$ cat src/rtl/scramble_sequencer.sv
// Scramble sequencer for the 4x4 cell array: issues NUM_MOVES pseudo-random legal
// moves (row/col select, add_n, fire) after each start, driven by a free-running LFSR.
module scramble_sequencer #(
    parameter int unsigned NUM_MOVES  = 8,
    parameter int unsigned GAP_CYCLES = 4,
    parameter logic [15:0] LFSR_SEED  = 16'hACE1
) (
    input  logic       clk,
    input  logic       reset,
    input  logic       start,
    input  logic       abort,
    output logic       busy,
    output logic       done,
    output logic [3:0] row_out,
    output logic [3:0] col_out,
    output logic       add_n_out,
    output logic       fire_out,
    output logic [7:0] moves_issued
);

    typedef enum logic [2:0] {IDLE, SETUP, FIRE, GAP, DONE} state_t;

    localparam logic [7:0]  MOVES_LIM = 8'(NUM_MOVES);
    localparam logic [15:0] GAP_LAST  = 16'(GAP_CYCLES - 1);
    localparam logic [15:0] LFSR_MASK = 16'hB400;

    state_t      state;
    logic [15:0] lfsr;
    logic [15:0] gap_cnt;

    function automatic logic [3:0] onehot(input logic [1:0] idx);
        return 4'b0001 << idx;
    endfunction

    // Selection registers are loaded on the edge that enters SETUP, so the
    // select lines are already stable for the whole SETUP cycle before fire rises.
    always_ff @(posedge clk or negedge reset) begin
        if (!reset) begin
            state        <= IDLE;
            lfsr         <= LFSR_SEED;
            gap_cnt      <= '0;
            busy         <= 1'b0;
            done         <= 1'b0;
            row_out      <= '0;
            col_out      <= '0;
            add_n_out    <= 1'b0;
            fire_out     <= 1'b0;
            moves_issued <= '0;
        end else begin
            lfsr     <= {1'b0, lfsr[15:1]} ^ (lfsr[0] ? LFSR_MASK : 16'h0000);
            done     <= 1'b0;
            fire_out <= 1'b0;
            if (abort) begin
                state     <= IDLE;
                busy      <= 1'b0;
                row_out   <= '0;
                col_out   <= '0;
                add_n_out <= 1'b0;
            end else begin
                case (state)
                    IDLE: begin
                        if (start) begin
                            moves_issued <= '0;
                            if (MOVES_LIM == 8'd0) begin
                                state <= DONE;
                                done  <= 1'b1;
                            end else begin
                                state     <= SETUP;
                                busy      <= 1'b1;
                                row_out   <= lfsr[0] ? 4'b0000 : onehot(lfsr[2:1]);
                                col_out   <= lfsr[0] ? onehot(lfsr[2:1]) : 4'b0000;
                                add_n_out <= lfsr[3];
                            end
                        end
                    end
                    SETUP: begin
                        state    <= FIRE;
                        fire_out <= 1'b1;
                        if (moves_issued != 8'hFF)
                            moves_issued <= moves_issued + 8'd1;
                    end
                    FIRE: begin
                        state   <= GAP;
                        gap_cnt <= '0;
                    end
                    GAP: begin
                        if (gap_cnt == GAP_LAST) begin
                            if (moves_issued == MOVES_LIM) begin
                                state     <= DONE;
                                done      <= 1'b1;
                                busy      <= 1'b0;
                                row_out   <= '0;
                                col_out   <= '0;
                                add_n_out <= 1'b0;
                            end else begin
                                state     <= SETUP;
                                row_out   <= lfsr[0] ? 4'b0000 : onehot(lfsr[2:1]);
                                col_out   <= lfsr[0] ? onehot(lfsr[2:1]) : 4'b0000;
                                add_n_out <= lfsr[3];
                            end
                        end else begin
                            gap_cnt <= gap_cnt + 16'd1;
                        end
                    end
                    DONE: state <= IDLE;
                    default: state <= IDLE;
                endcase
            end
        end
    end

endmodule

$ cat config.mk
export PLATFORM = sky130hd
export DESIGN_NAME = scramble_sequencer
export DESIGN_NICKNAME = d
export VERILOG_FILES = /design/src/rtl/scramble_sequencer.sv
export SDC_FILE = /design/constraint.sdc
export NUM_CORES = 1
export LEC_CHECK = 0
export BUFFER_PORTS_ARGS = -buffer_cell sky130_fd_sc_hd__buf_2
export CAP_MARGIN = 20
export CORE_MARGIN = 2
export CORE_UTILIZATION = 30
export DETAILED_ROUTE_END_ITERATION = 12
export GPL_ROUTABILITY_DRIVEN = 0
export MAX_ROUTING_LAYER = met4
export SKIP_CTS_REPAIR_TIMING = 1
export SYNTH_ARGS = -nofsm -noshare
export SYNTH_HDL_FRONTEND = slang
export SYNTH_SLANG_ARGS = --single-unit
$ cat constraint.sdc
create_clock -name clk -period 3.4 [get_ports clk]
set_input_delay 0.17 -clock clk [delete_from_list [all_inputs] [get_ports clk]]
set_output_delay 0.17 -clock clk [all_outputs]
set_load 0.01 [all_outputs]
==> summary.txt <==
Run status
  • Status: finished, violations left
  • Failing checks: negative hold slack

Drt
  • Starting DRC count in detailed routing: ~110
  • WL final: between 5000 and 6000 um
  • Detail Route Antenna Nets: 0
  • DR pass1 iterations: 4
  • Wire per inst: 14.5 um
  • # DRC: 0
  • Vias: roughly 2000
  • Via-to-Cell Ratio: 5.15

Clocking
  • Worst-skew pair later-pin latency: 310 ps
  • CTS H-tree depth: 2
  • CTS tree: done
  • CTS buffer count: 5
  • Max clock buf depth: 2
  • Clk root buf: clkbuf_8
  • Sink Count: 55
  • Clock Pin Slew Worst Setup and Hold Paths: 110 ps

Synthesis
  • Register area share after synthesis: 51.9%
  • Mux contribution to synthesized area: 5.11%
  • Syn_area_per_cell: 10.6 um^2
  • Yosys warns: 0
  • Ys async rst share: 100%
  • Post-synthesis compound-gate area fraction: between 10% and 20%
  • Adder-Cell Fraction of Synth Area: 1.41%
  • Synthesized area: 0.00267 mm^2
  • Unique masters post-synth: between 50 and 60
  • Ys flop type: dfrtp_1
  • Combinational family with the most area after synthesis: simple AND/OR/NAND/NOR gates
  • Synth Register Bits: 55
  • Xor/xnor share of the synthesized area: 0.985%
  • Synthesized netlist cell count: 251
  • Syn Nets: between 200 and 300
  • Number of flops mapped to enable cells by yosys: 0
  • Simple-Gate Fraction of Synth Area: 20.2%

Worst setup path
  • WP buf/inv: 0
  • Crit path kind: reg -> reg
  • Worst reg2reg path depth: 4
  • Max incr delay on CP: 670 ps
  • Worst reg-to-reg setup slack: 1280 ps
  • Reg-to-reg endpoint: gap_cnt[13]
  • Worst Path Arrival: 2320 ps
  • Reg2reg start: gap_cnt[4]
  • CP max stage cell: or4_1
  • Crit-path max FO: 11
  • Element type at the critical path end: flop
  • Critical Path Start Type: flop
  • CP required: 3600 ps
  • CP Cell Sequence: nand4_1 -> or4_1 -> and4_1 -> a221o_1
  • Crit path max-delay family: simple AND/OR/NAND/NOR gates

Power and ir drop
  • Pwr dens: 456 mW/mm^2
  • Maximum VDD drop: 0.158 mV
  • Leak Pwr: 0.00137 uW

Global routing
  • First-pass GRT wire length: 9740 um
  • Overflow after GRT: 0
  • Total track usage: ~13%
  • Number of global-route vias before repair: about 2000
  • Initial antenna violation count: 0
  • Largest net degree at the start of global routing: 41

STA
  • Setup-failing EPs final: 0
  • Max-slew violation count: 0
  • Slack of the critical path: 1280 ps
  • TNS Setup: 0 ps
  • Slew @ Worst Pin: 914 ps
  • RSZ-0062 raised after global routing: false
  • Worst slew margin: around 40%
  • Worst Clk Skew: 12.7 ps
  • Fin Hold WS: -13.4 ps
  • Min Tclk post-route: 2120 ps
  • Fmax: between 0.4 and 0.5 GHz
  • Final period utilization: just over 60%
  • Hold Fails Final Rpt: 35

Finish
  • Filler cells: about 870
  • Diode count: 0
  • Final nets: 280
  • Layout Area Growth over Synthesis: 12.6%
  • Share of cells above drive strength 1: between 20% and 30%

Floorplan
  • Core region area: 0.00868 mm^2
  • # rows: 34
  • Die Height: 98.3 um
  • Chip width: approximately 100 um
  • Initial Utilization: between 30% and 40%
  • # IOs: 24
  • DIE AREA: 0.00967 mm^2

Placed design
  • I/O Buffers: 23
  • Dpl hpwl: 3790 um
  • Place WS: approximately 1300 ps

Hold path
  • HP Class: in -> async

Run
  • Total of max-cap violations: 0
## power breakdown
| group | leakage (uW) | total (uW) | switching, uW | internal [uW] |
|---|---|---|---|---|
| clock network | 0.0000607 | 461 | 233 | 228 |
| registers | 0.000727 | 736 | 51.3 | 685 |
| logic | 0.000585 | 172 | 99.3 | 73.0 |
## final cells by class
cell class	count	area [um^2]	area share (%)
Inverter	14	52.6	1.75
Sequential cell	55	1390	46.1
Timing Repair Buffer	27	145	4.83
Tap cell	108	135	4.50
Clock buffer	5	68.8	2.29
Multi-Input combinational cell	170	1170	38.8
Clock inverter	3	50.0	1.67
## layout by cell type, fill, tap and decap left out, types with 3 or more instances in the layout
| cell type | Yosys | final |
|---|---|---|
| nor3_1 | 11 | 11 |
| buf_4 | 1 | 4 |
| nand3_1 | 12 | 12 |
| nor2_1 | 10 | 10 |
| dfrtp_1 | 47 | 47 |
| xor2_1 | 3 | 3 |
| buf_2 | 6 | 23 |
| o31ai_1 | 3 | 3 |
| inv_1 | 14 | 14 |
| a21oi_1 | 9 | 9 |
| and4_1 | 5 | 5 |
| nor4_1 | 7 | 7 |
| dfstp_2 | 8 | 8 |
| mux2i_1 | 5 | 5 |
| clkbuf_8 | 0 | 5 |
| o21ai_0 | 10 | 10 |
| ha_1 | 3 | 3 |
| nand2b_1 | 5 | 5 |
| and3_1 | 4 | 4 |
| nand2_1 | 18 | 18 |
| a31oi_1 | 17 | 17 |
| a21o_1 | 3 | 3 |
| nand4_1 | 4 | 4 |
| mux2_4 | 5 | 5 |
## state kept, by name, indices dropped and copies added (netlist names)
name,cells
col_out,4
busy,1
row_out,4
gap_cnt,16
add_n_out,1
done,1
state,3
moves_issued,8
lfsr,16
fire_out,1
## through the flow
| step | util, % | cell area, um^2 | power [uW] | cells |
|---|---|---|---|---|
| finish | 34.6 | 3000 | 1370 | 382 |
| global route | 34.6 | 3000 | 1440 | 382 |
| CTS | 34.6 | 3000 | 1390 | 382 |
| detailed placement | 33.2 | 2890 | 924 | 374 |
| global placement | 33.2 | 2890 | 920 | 374 |
| floorplan | - | 2670 | 856 | 251 |
## synthesized netlist by cell type (2+ instances only)
master	number	area, um^2
a211o_1	2	17.5
a21o_1	3	22.5
a21oi_1	9	45.0
a221o_1	2	20.0
a31oi_1	17	106
and3_1	4	25.0
and3b_1	2	17.5
and4_1	5	43.8
buf_2	6	30.0
clkbuf_1	4	15.0
dfrtp_1	47	1180
dfstp_2	8	210
ha_1	3	37.5
inv_1	14	52.6
mux2_4	5	75.1
mux2i_1	5	50.1
nand2_1	18	67.6
nand2b_1	5	31.3
nand3_1	12	60.1
nand4_1	4	25.0
nor2_1	10	37.5
nor3_1	11	55.1
nor3b_1	2	15.0
nor4_1	7	43.8
nor4_2	2	25.0
o211ai_1	2	15.0
o21ai_0	10	50.1
o31a_2	2	20.0
o31ai_1	3	22.5
xor2_1	3	26.3
## cells by family after synthesis
logic type / Yosys count
XOR/XNOR: 3
adder cells (fa/ha/maj): 3
AO/OA/AOI/OAI: 61
AND/OR/NAND/NOR: 92
flip-flops: 55
buffers and inverters: 26
multiplexers: 11
## how the worst max path moves through the flow
stage | from | endpoint | slack, ps | depth (start not counted)
floorplan | gap_cnt[0] | add_n_out | 1500 | 5
global route | gap_cnt[4] | gap_cnt[13] | 1120 | 4
CTS | gap_cnt[4] | gap_cnt[13] | 1290 | 4
finish | gap_cnt[4] | gap_cnt[13] | 1280 | 4
detailed placement | gap_cnt[4] | gap_cnt[13] | 1310 | 4
global placement | gap_cnt[4] | gap_cnt[13] | 1350 | 4
## routing by layer
metal / global-route usage, % / vias up / part of all wire (%)
met2: 19.4 / 37 / 45
met1: 17.4 / 953 / 50
met5: - / - / 0
met4: 3.27 / 0 / 0.92
met3: 2.08 / 4 / 3.4
li1: - / 975 / -
Power figures use the tool's default switching activity.
